==> config.mk <==
export PLATFORM = sky130hd
export DESIGN_NAME = id_stage
export DESIGN_NICKNAME = d
export VERILOG_FILES = /design/src/rtl/id_stage.sv
export SDC_FILE = /design/constraint.sdc
export NUM_CORES = 2
export LEC_CHECK = 0
export CORE_MARGIN = 8
export CORE_UTILIZATION = 47
export CTS_CLUSTER_DIAMETER = 120
export DETAILED_ROUTE_END_ITERATION = 10
export PLACE_DENSITY = 0.64
export SLEW_MARGIN = 0
export SYNTH_ARGS = -nofsm -noshare
export SYNTH_HDL_FRONTEND = slang
export SYNTH_SLANG_ARGS = --single-unit
==> constraint.sdc <==
create_clock -name CLK -period 2.89 [get_ports CLK]
set_input_delay 0.578 -clock CLK [delete_from_list [all_inputs] [get_ports CLK]]
set_output_delay 0.578 -clock CLK [all_outputs]
set_load 0.01 [all_outputs]
==> src/rtl/id_stage.sv <==
// MIPS instruction-decode stage: IF/ID latch, 32-entry register file, field decode and
// load-use hazard detection feeding registered ID/EX outputs. Optional macro: WB_BYPASS_EN.
module id_stage #(
   parameter int REG_ADDR_W = 5,
   parameter int DATA_W     = 32
) (
   input  logic                  CLK,
   input  logic                  RST,
   input  logic [DATA_W-1:0]     IF_Ins,
   input  logic [DATA_W-1:0]     IF_nextPC,
   input  logic                  IF_Valid,
   input  logic                  Flush,
   input  logic                  WB_WE,
   input  logic [REG_ADDR_W-1:0] WB_Addr,
   input  logic [DATA_W-1:0]     WB_Data,
   input  logic                  EX_MemRead,
   input  logic [REG_ADDR_W-1:0] EX_Rt,
   output logic                  Stall,
   output logic                  ID_Valid,
   output logic [DATA_W-1:0]     ID_nextPC,
   output logic [5:0]            ID_Op,
   output logic [5:0]            ID_Funct,
   output logic [REG_ADDR_W-1:0] ID_Rs,
   output logic [REG_ADDR_W-1:0] ID_Rt,
   output logic [REG_ADDR_W-1:0] ID_Rd,
   output logic [4:0]            ID_Shamt,
   output logic [DATA_W-1:0]     ID_Imm32,
   output logic [DATA_W-1:0]     ID_JTarget,
   output logic [DATA_W-1:0]     ID_RsData,
   output logic [DATA_W-1:0]     ID_RtData
);

   localparam int NREGS = 2 ** REG_ADDR_W;

   localparam logic [5:0] OP_RTYPE = 6'h00;
   localparam logic [5:0] OP_J     = 6'h02;
   localparam logic [5:0] OP_JAL   = 6'h03;
   localparam logic [5:0] OP_BEQ   = 6'h04;
   localparam logic [5:0] OP_BNE   = 6'h05;
   localparam logic [5:0] OP_SW    = 6'h2B;

   function automatic logic [DATA_W-1:0] sext16(input logic [15:0] v);
      return {{(DATA_W-16){v[15]}}, v};
   endfunction

   function automatic logic [DATA_W-1:0] jtarget(input logic [DATA_W-1:0] pc,
                                                 input logic [25:0]       idx);
      return {pc[DATA_W-1:DATA_W-4], idx, 2'b00};
   endfunction

   // IF/ID latch
   logic [DATA_W-1:0] ifid_ins_q, ifid_ins_d;
   logic [DATA_W-1:0] ifid_pc_q,  ifid_pc_d;
   logic              ifid_vld_q, ifid_vld_d;

   logic [DATA_W-1:0] rf_q [NREGS];

   logic [5:0]            dec_op;
   logic [5:0]            dec_funct;
   logic [REG_ADDR_W-1:0] dec_rs;
   logic [REG_ADDR_W-1:0] dec_rt;
   logic [REG_ADDR_W-1:0] dec_rd;
   logic [4:0]            dec_shamt;
   logic                  rs_used;
   logic                  rt_used;
   logic                  load_use;
   logic                  bubble;
   logic [DATA_W-1:0]     rs_data;
   logic [DATA_W-1:0]     rt_data;

   always_comb begin
      dec_op    = ifid_ins_q[31:26];
      dec_rs    = ifid_ins_q[21 +: REG_ADDR_W];
      dec_rt    = ifid_ins_q[16 +: REG_ADDR_W];
      dec_rd    = ifid_ins_q[11 +: REG_ADDR_W];
      dec_shamt = ifid_ins_q[10:6];
      dec_funct = ifid_ins_q[5:0];
   end

   always_comb begin
      rs_used = !((dec_op == OP_J) || (dec_op == OP_JAL));
      rt_used = (dec_op == OP_RTYPE) || (dec_op == OP_BEQ) ||
                (dec_op == OP_BNE)   || (dec_op == OP_SW);
   end

   // A taken branch in EX makes the stall moot, so Flush wins.
   always_comb begin
      load_use = ifid_vld_q && EX_MemRead && (EX_Rt != '0) &&
                 (((EX_Rt == dec_rs) && rs_used) || ((EX_Rt == dec_rt) && rt_used));
      Stall    = RST && !Flush && load_use;
      bubble   = Flush || Stall || !ifid_vld_q;
   end

   always_comb begin
      ifid_ins_d = ifid_ins_q;
      ifid_pc_d  = ifid_pc_q;
      ifid_vld_d = ifid_vld_q;
      if (Flush) begin
         ifid_ins_d = '0;
         ifid_pc_d  = '0;
         ifid_vld_d = 1'b0;
      end else if (!Stall) begin
         ifid_ins_d = IF_Ins;
         ifid_pc_d  = IF_nextPC;
         ifid_vld_d = IF_Valid;
      end
   end

   always_ff @(posedge CLK or negedge RST) begin
      if (!RST) begin
         ifid_ins_q <= '0;
         ifid_pc_q  <= '0;
         ifid_vld_q <= 1'b0;
      end else begin
         ifid_ins_q <= ifid_ins_d;
         ifid_pc_q  <= ifid_pc_d;
         ifid_vld_q <= ifid_vld_d;
      end
   end

   // Register file; entry 0 is never written so it stays zero after reset.
   always_ff @(posedge CLK or negedge RST) begin
      if (!RST) begin
         for (int i = 0; i < NREGS; i++) begin
            rf_q[i] <= '0;
         end
      end else if (WB_WE && (WB_Addr != '0)) begin
         rf_q[WB_Addr] <= WB_Data;
      end
   end

   always_comb begin
      rs_data = (dec_rs == '0) ? '0 : rf_q[dec_rs];
      rt_data = (dec_rt == '0) ? '0 : rf_q[dec_rt];
`ifdef WB_BYPASS_EN
      if (WB_WE && (WB_Addr != '0) && (WB_Addr == dec_rs)) begin
         rs_data = WB_Data;
      end
      if (WB_WE && (WB_Addr != '0) && (WB_Addr == dec_rt)) begin
         rt_data = WB_Data;
      end
`endif
   end

   // ID/EX register
   logic                  idex_vld_q,   idex_vld_d;
   logic [DATA_W-1:0]     idex_pc_q,    idex_pc_d;
   logic [5:0]            idex_op_q,    idex_op_d;
   logic [5:0]            idex_funct_q, idex_funct_d;
   logic [REG_ADDR_W-1:0] idex_rs_q,    idex_rs_d;
   logic [REG_ADDR_W-1:0] idex_rt_q,    idex_rt_d;
   logic [REG_ADDR_W-1:0] idex_rd_q,    idex_rd_d;
   logic [4:0]            idex_shamt_q, idex_shamt_d;
   logic [DATA_W-1:0]     idex_imm_q,   idex_imm_d;
   logic [DATA_W-1:0]     idex_jt_q,    idex_jt_d;
   logic [DATA_W-1:0]     idex_rsd_q,   idex_rsd_d;
   logic [DATA_W-1:0]     idex_rtd_q,   idex_rtd_d;

   always_comb begin
      idex_vld_d   = 1'b0;
      idex_pc_d    = '0;
      idex_op_d    = '0;
      idex_funct_d = '0;
      idex_rs_d    = '0;
      idex_rt_d    = '0;
      idex_rd_d    = '0;
      idex_shamt_d = '0;
      idex_imm_d   = '0;
      idex_jt_d    = '0;
      idex_rsd_d   = '0;
      idex_rtd_d   = '0;
      if (!bubble) begin
         idex_vld_d   = 1'b1;
         idex_pc_d    = ifid_pc_q;
         idex_op_d    = dec_op;
         idex_funct_d = dec_funct;
         idex_rs_d    = dec_rs;
         idex_rt_d    = dec_rt;
         idex_rd_d    = dec_rd;
         idex_shamt_d = dec_shamt;
         idex_imm_d   = sext16(ifid_ins_q[15:0]);
         idex_jt_d    = jtarget(ifid_pc_q, ifid_ins_q[25:0]);
         idex_rsd_d   = rs_data;
         idex_rtd_d   = rt_data;
      end
   end

   always_ff @(posedge CLK or negedge RST) begin
      if (!RST) begin
         idex_vld_q   <= 1'b0;
         idex_pc_q    <= '0;
         idex_op_q    <= '0;
         idex_funct_q <= '0;
         idex_rs_q    <= '0;
         idex_rt_q    <= '0;
         idex_rd_q    <= '0;
         idex_shamt_q <= '0;
         idex_imm_q   <= '0;
         idex_jt_q    <= '0;
         idex_rsd_q   <= '0;
         idex_rtd_q   <= '0;
      end else begin
         idex_vld_q   <= idex_vld_d;
         idex_pc_q    <= idex_pc_d;
         idex_op_q    <= idex_op_d;
         idex_funct_q <= idex_funct_d;
         idex_rs_q    <= idex_rs_d;
         idex_rt_q    <= idex_rt_d;
         idex_rd_q    <= idex_rd_d;
         idex_shamt_q <= idex_shamt_d;
         idex_imm_q   <= idex_imm_d;
         idex_jt_q    <= idex_jt_d;
         idex_rsd_q   <= idex_rsd_d;
         idex_rtd_q   <= idex_rtd_d;
      end
   end

   assign ID_Valid   = idex_vld_q;
   assign ID_nextPC  = idex_pc_q;
   assign ID_Op      = idex_op_q;
   assign ID_Funct   = idex_funct_q;
   assign ID_Rs      = idex_rs_q;
   assign ID_Rt      = idex_rt_q;
   assign ID_Rd      = idex_rd_q;
   assign ID_Shamt   = idex_shamt_q;
   assign ID_Imm32   = idex_imm_q;
   assign ID_JTarget = idex_jt_q;
   assign ID_RsData  = idex_rsd_q;
   assign ID_RtData  = idex_rtd_q;

endmodule

Word level (Yosys, flattened, before mapping)

Cells that the tools add are included.

Order comparisons: 4
Equal/unequal tests: 8
Muxes and demuxes: 29
Bitwise gates (word level): 3
Reductions and logical operators: 24

Operators by type and width:

| operator                                                               | number |
|---|---|
| 1024-bit bitwise mux                                                   | 1 |
| 32-bit 2-to-1 mux                                                      | 16 |
| 32-bit binary-select mux with 5-bit select                             | 2 |
| 32-bit demux with 5-bit select                                         | 1 |
| 5-bit 2-to-1 mux                                                       | 4 |
| 6-bit >= comparator (second input constant)                            | 3 |
| 5-bit NOT with 6-bit output                                            | 3 |
| 6-bit by 2-bit equality test with 1-bit output (second input constant) | 2 |
| 6-bit by 3-bit equality test with 1-bit output (second input constant) | 2 |
| 6-bit 2-to-1 mux                                                       | 2 |
| 5-bit equality test                                                    | 2 |
| 5-bit zero test                                                        | 2 |
| 5-bit nonzero test                                                     | 2 |
| 1-bit logical AND                                                      | 9 |
| 1-bit logical OR                                                       | 7 |
| 6-bit equality test (second input constant)                            | 1 |
| 6-bit zero test                                                        | 1 |
| 6-bit by 1-bit < comparator with 1-bit output (second input constant)  | 1 |
| 1-bit zero test                                                        | 3 |
| 1-bit 2-to-1 mux                                                       | 3 |
| 2-bit inequality test (second input constant)                          | 1 |

Register bits: 1282
Input port bits: 112
Logic and storage cells: 115

Logic depth before layout (Yosys ltp)

Word-level depth: 11
Depth in mapped cells: 9
Gate-level depth less buffers: 6

Worst setup path before layout

No wires, ideal clock.

Kind: input to register
From: input port EX_Rt[1]
To: register ifid_ins_q[23]
Arrival time: 2.206 ns
Data required time: 2.765 ns
Path slack: 0.559 ns
Stages on the path: 7
Buffers on the path: 2
Path through: or4_1 o2111a_1 nand4b_1 and2_4 buf_12 buf_8 mux2_4

Cells in the longest elaborated chain, start to end: 6
Elaborated cells on any way between the ends: 10
Those cells by class: 3 x eq/ne; 7 x reduce/logical

Ends and longest elaborated chain:

| element                             | line | RTL |
|---|---|---|
| start, declared                     | 17   | `input logic [REG_ADDR_W-1:0] EX_Rt,` |
| 5-bit equality test                 | 89   | `(((EX_Rt == dec_rs) && rs_used) \|\| ((EX_Rt == dec_rt) && rt_used));` |
| 1-bit logical AND                   | 89   |  |
| 1-bit logical OR                    | 89   |  |
| 1-bit logical AND (*)               | 88   | `load_use = ifid_vld_q && EX_MemRead && (EX_Rt != '0) &&` |
| 1-bit logical AND (*)               | 90   | `Stall = RST && !Flush && load_use;` |
| 2-bit inequality test (no line) (*) | n/a  |  |
| end signal, assigned                | 115  | `ifid_ins_q <= ifid_ins_d;` |
| end, declared                       | 52   | `logic [DATA_W-1:0] ifid_ins_q, ifid_ins_d;` |

Mark *: on every way between the ends. The rest lies on a longest branch, timed or not.
A chain may end at the register's enable or synchronous reset.

Worst setup path in the final report

From: register ifid_ins_q[28]
To: output port Stall

Cells in the longest elaborated chain, start to end: 8
Elaborated cells on any way between the ends: 16
Those cells by class: 5 x eq/ne; 11 x reduce/logical

Ends and longest elaborated chain:

| element                                                                                  | line | RTL |
|---|---|---|
| 6-bit by 3-bit equality test with 1-bit output / 6-bit zero test (equally long branches) | 82   | `rt_used = (dec_op == OP_RTYPE) \|\| (dec_op == OP_BEQ) \|\|` |
| 1-bit logical OR (2 in series)                                                           | 82   |  |
| 1-bit logical OR                                                                         | 83   | `(dec_op == OP_BNE) \|\| (dec_op == OP_SW);` |
| 1-bit logical AND                                                                        | 89   |  |
| 1-bit logical OR (*)                                                                     | 89   |  |
| 1-bit logical AND (*)                                                                    | 88   |  |
| 1-bit logical AND (*)                                                                    | 90   |  |
| end, declared                                                                            | 18   | `output logic Stall,` |

Marks and branches as above.

==> out/summary.txt <==
==================================================================================
Worst hold path class                                                 input port to async pin
Critical Path, Cell by Cell                                           nand2b_1 -> or3_4 -> a211oi_2 -> nor2_1 -> nor2_1 -> buf_2
Num Clock Sinks                                                              1,218
Number of register bits inferred by synthesis                                1,218
Outcome                                                               finished clean
CP Capture Type                                                         output pin
Peak clock frequency supported by timing                                   354 MHz
Height of the die                                                           381 um
Maxcap violations                                                                0
Clk Tree Root Cell                                                    sky130_fd_sc_hd__clkbuf_16
Non-Filler Cell Area, Final                                            74,000 um^2
Top-level I/O count                                                            306
Final critical path time including I/O delays and setup                    2.83 ns
Nets                                                                         4,905
CTS buffer count                                                               139
Proportion of power drawn by flip-flops and latches                          45.4%
Floorplan die area                                                    145,000 um^2
Post-detailed-placement half-perimeter wirelength                           129 mm
Cell with the most instances on the worst path                        sky130_fd_sc_hd__nor2_1
Critical path launch point type                                               flop
Post-placement cell count                                                    6,415
Vias per cell                                                                 6.45
Clock skew                                                               0.0249 ns
Largest net degree at the start of global routing                              173
Ratio of cells with drive above 1 in the final layout                        38.7%
CTS tree                                                                      done
Most frequent cell after synthesis                                    sky130_fd_sc_hd__dfrtp_1
Worst path slowest cell                                               sky130_fd_sc_hd__or3_4
Final count of hold timing violations                                            0
Overflow after GRT                                                               0
Clk Latency, worst-skew pair                                               0.79 ns
Final-report setup violation count                                               0
Port Buffers                                                                   303
Final period utilization                                                     97.8%
Vias in the first global route                                              44,200
Average wire per standard cell                                             31.1 um
Library cell occupying the most area in the post-synthesis netlist    sky130_fd_sc_hd__dfrtp_1
Post-Synthesis Cell Area                                               62,600 um^2
Signed area change from the synthesized netlist to the final layout          18.1%
Logic pwr share                                                              17.6%
Residual antenna-violating net count after detailed routing                      0
EDFF count, synth                                                                0
Synthesized netlist cell count                                               4,595
Final WL                                                                    207 mm
Unrepaired setup endpoints after global routing                              false
Crit path DAT                                                              2.25 ns
Yosys top cell area share                                                    48.7%
Top FF cell, synth                                                    sky130_fd_sc_hd__dfrtp_1
Worst Tran Pin Value                                                       1.14 ns
Critical path class                                                   flop to output pin
Post-route non-filler standard cell count                                    6,673
Detailed Routing Iterations Pass 1                                               5
Crit Path Max Fanout                                                             2
Peak supply drop                                                          0.573 mV
Data required, critical path                                               2.31 ns
Top cells by count, synth                                             1,218 x sky130_fd_sc_hd__dfrtp_1, 1,007 x sky130_fd_sc_hd__mux2_2, 515 x sky130_fd_sc_hd__mux2i_1
Static power due to leakage                                                31.6 nW
Power density normalized to cell area                                  654 nW/um^2
Ys async rst share                                                            100%
Routability congestion estimate from global placement                        0.854
Initial standard-cell utilization of the core                                47.1%
Peak per-stage delay on the critical path                                  0.39 ns
H-tree level count                                                               4
Post-DP Area                                                           69,300 um^2
Area of the core region                                               133,000 um^2
Number of vias after detailed routing                                       43,000
Clk pin slew, worst setup/hold paths                                       0.06 ns
All-Layer GR Usage                                                           28.0%
Total of warnings raised by yosys                                                0
Number of DRC violations after detailed routing                                  0
Switching power of the nets                                               0.0132 W
Width of the die                                                            381 um
Global-route wire length before repair                                      306 mm
Top post-synthesis cells by area                                      sky130_fd_sc_hd__dfrtp_1 49%, sky130_fd_sc_hd__mux2_2 18%, sky130_fd_sc_hd__mux4_2 9.2%, sky130_fd_sc_hd__mux2i_1 8.2%, sky130_fd_sc_hd__a221oi_1 3.5%
Worst-case headroom to the max-slew limit                                    24.3%
Number of DRC markers after the initial detailed-route iteration             3,956
Portion of the post-synthesis area used by sequential elements               48.7%
Per-instance average area after synthesis                                13.6 um^2
Unique cell type count in the Yosys netlist                                     51
Internal Dissipation                                                      0.0352 W
Number of antenna violations at the first check in global routing               15
CTS Buffer Depth                                                                 3
Number of placement rows                                                       134
Switching part of the total                                                  27.2%
Part of the power in the clock network                                       37.0%
Final number of max-transition violations                                        0
==================================================================================
==> cell families (layout without fill, tap and decap cells) <==
logic type,count (synthesis),in the layout,share of synthesized area (%)
compound gates,518,518,5.97
xor+xnor,10,10,0.140
buf+inv,563,866,4.24
flops,1218,1218,48.7
mux,1824,1824,36.6
other cells,1,8,0.00599
simple gates,461,461,4.35
==> cell type report <==
cell class	instances	area [um^2]
inverter	5	26.3
multi-input combinational	2815	29800
tap	1768	2210
sequential	1218	30500
fill	10800	59000
clock buffer	206	4100
clock inverter	41	504
timing repair buffer	614	6850
antenna	6	15.0
==> cell usage in the layout, fill, tap and decap left out, types with 11 or more instances in the layout <==
master	instances
sky130_fd_sc_hd__nor2_4	18
sky130_fd_sc_hd__a22oi_1	64
sky130_fd_sc_hd__nand3_1	64
sky130_fd_sc_hd__clkinv_2	18
sky130_fd_sc_hd__clkbuf_1	33
sky130_fd_sc_hd__mux2i_1	515
sky130_fd_sc_hd__and2_1	61
sky130_fd_sc_hd__mux2_2	1007
sky130_fd_sc_hd__o21ai_0	128
sky130_fd_sc_hd__a221oi_1	252
sky130_fd_sc_hd__dfrtp_1	1208
sky130_fd_sc_hd__mux2_4	46
sky130_fd_sc_hd__nor3_1	65
sky130_fd_sc_hd__buf_12	119
sky130_fd_sc_hd__nor2_1	71
sky130_fd_sc_hd__clkdlybuf4s50_1	300
sky130_fd_sc_hd__clkbuf_8	31
sky130_fd_sc_hd__and4b_1	62
sky130_fd_sc_hd__buf_4	192
sky130_fd_sc_hd__mux4_2	256
sky130_fd_sc_hd__clkbuf_16	142
sky130_fd_sc_hd__nand2_2	11
sky130_fd_sc_hd__nor2b_1	62
sky130_fd_sc_hd__a21oi_1	64
==> stage by stage <==
step	worst slack, ns	utilization [%]	TNS (ns)	hold WS (ns)	total power (W)
after floorplan	0.559	-	0	0.282	0.0276
after global placement	-0.186	52.1	-10.19	0.377	0.0303
after detailed placement	-0.164	52.1	-13.37	0.383	0.0306
after CTS	0.0756	55.6	0	0.230	0.0486
after global routing	0.0149	55.6	0	0.289	0.0503
final	0.0646	55.6	0	0.275	0.0484
==> final timing paths <==
kind                                       startpoint                     end  slack [ns]  depth (start not counted)
min in group CLK                             IF_Valid  ifid_vld_q$_DFFE_PN0P_        0.38                          3
max in group asynchronous                         RST   rf_q[134]$_DFFE_PN0P_        0.96                          4
setup reg to reg           ifid_ins_q[16]$_DFFE_PN0P_  ID_RtData[2]$_DFF_PN0_        0.30                          7
hold reg to reg                rf_q[1007]$_DFFE_PN0P_  rf_q[1007]$_DFFE_PN0P_        0.39                          0
hold / removal                                    RST   rf_q[952]$_DFFE_PN0P_        0.28                          2
setup / recovery           ifid_ins_q[28]$_DFFE_PN0P_                   Stall        0.06                          6
==> power by group through the flow <==
stage	sequential [W]	clock, W	combinational (W)
5_1_grt	0.0223	0.0188	0.00916
4_1_cts	0.0219	0.0182	0.00852
3_3_place_gp	0.0220	0	0.00828
6_report	0.0220	0.0179	0.00852
2_1_floorplan	0.0215	0	0.00613
3_5_place_dp	0.0222	0	0.00847
==> per-layer routing <==
layer,up-vias,global-route usage [%],routed length [um],part of all wire (%)
li1,17800,-,-,-
met1,22800,38.8,88200,43
met2,1976,42.5,93300,45
met3,465,6.75,17400,8.4
met4,12,11.2,8340,4.0
met5,-,0,78,0.038
==> flip-flops by register name (all words and copies together) (netlist names) <==
register	flops
ID_Imm32	16
ID_JTarget	3
ID_Op	6
ID_Rs	4
ID_RsData	32
ID_Rt	4
ID_RtData	32
ID_Valid	1
ID_nextPC	31
ifid_ins_q	32
ifid_pc_q	32
ifid_vld_q	1
rf_q	1024
==> critical path: cells and delay by family, from the launching register on <==
family	cells	cell delay, ns
and+or+nand+nor	4	0.74
AOI/OAI and AO/OA	1	0.21
DFF	1	0.38
buffers and inverters	1	0.15
==> what timing repair did <==
action,in CTS,in global routing
endpoints found under the hold margin,40,0
gates resized for setup,6,0
endpoints found under the setup margin,1,0
hold buffers,1,0
setup buffers,4,0
Power figures use the tool's default switching activity.
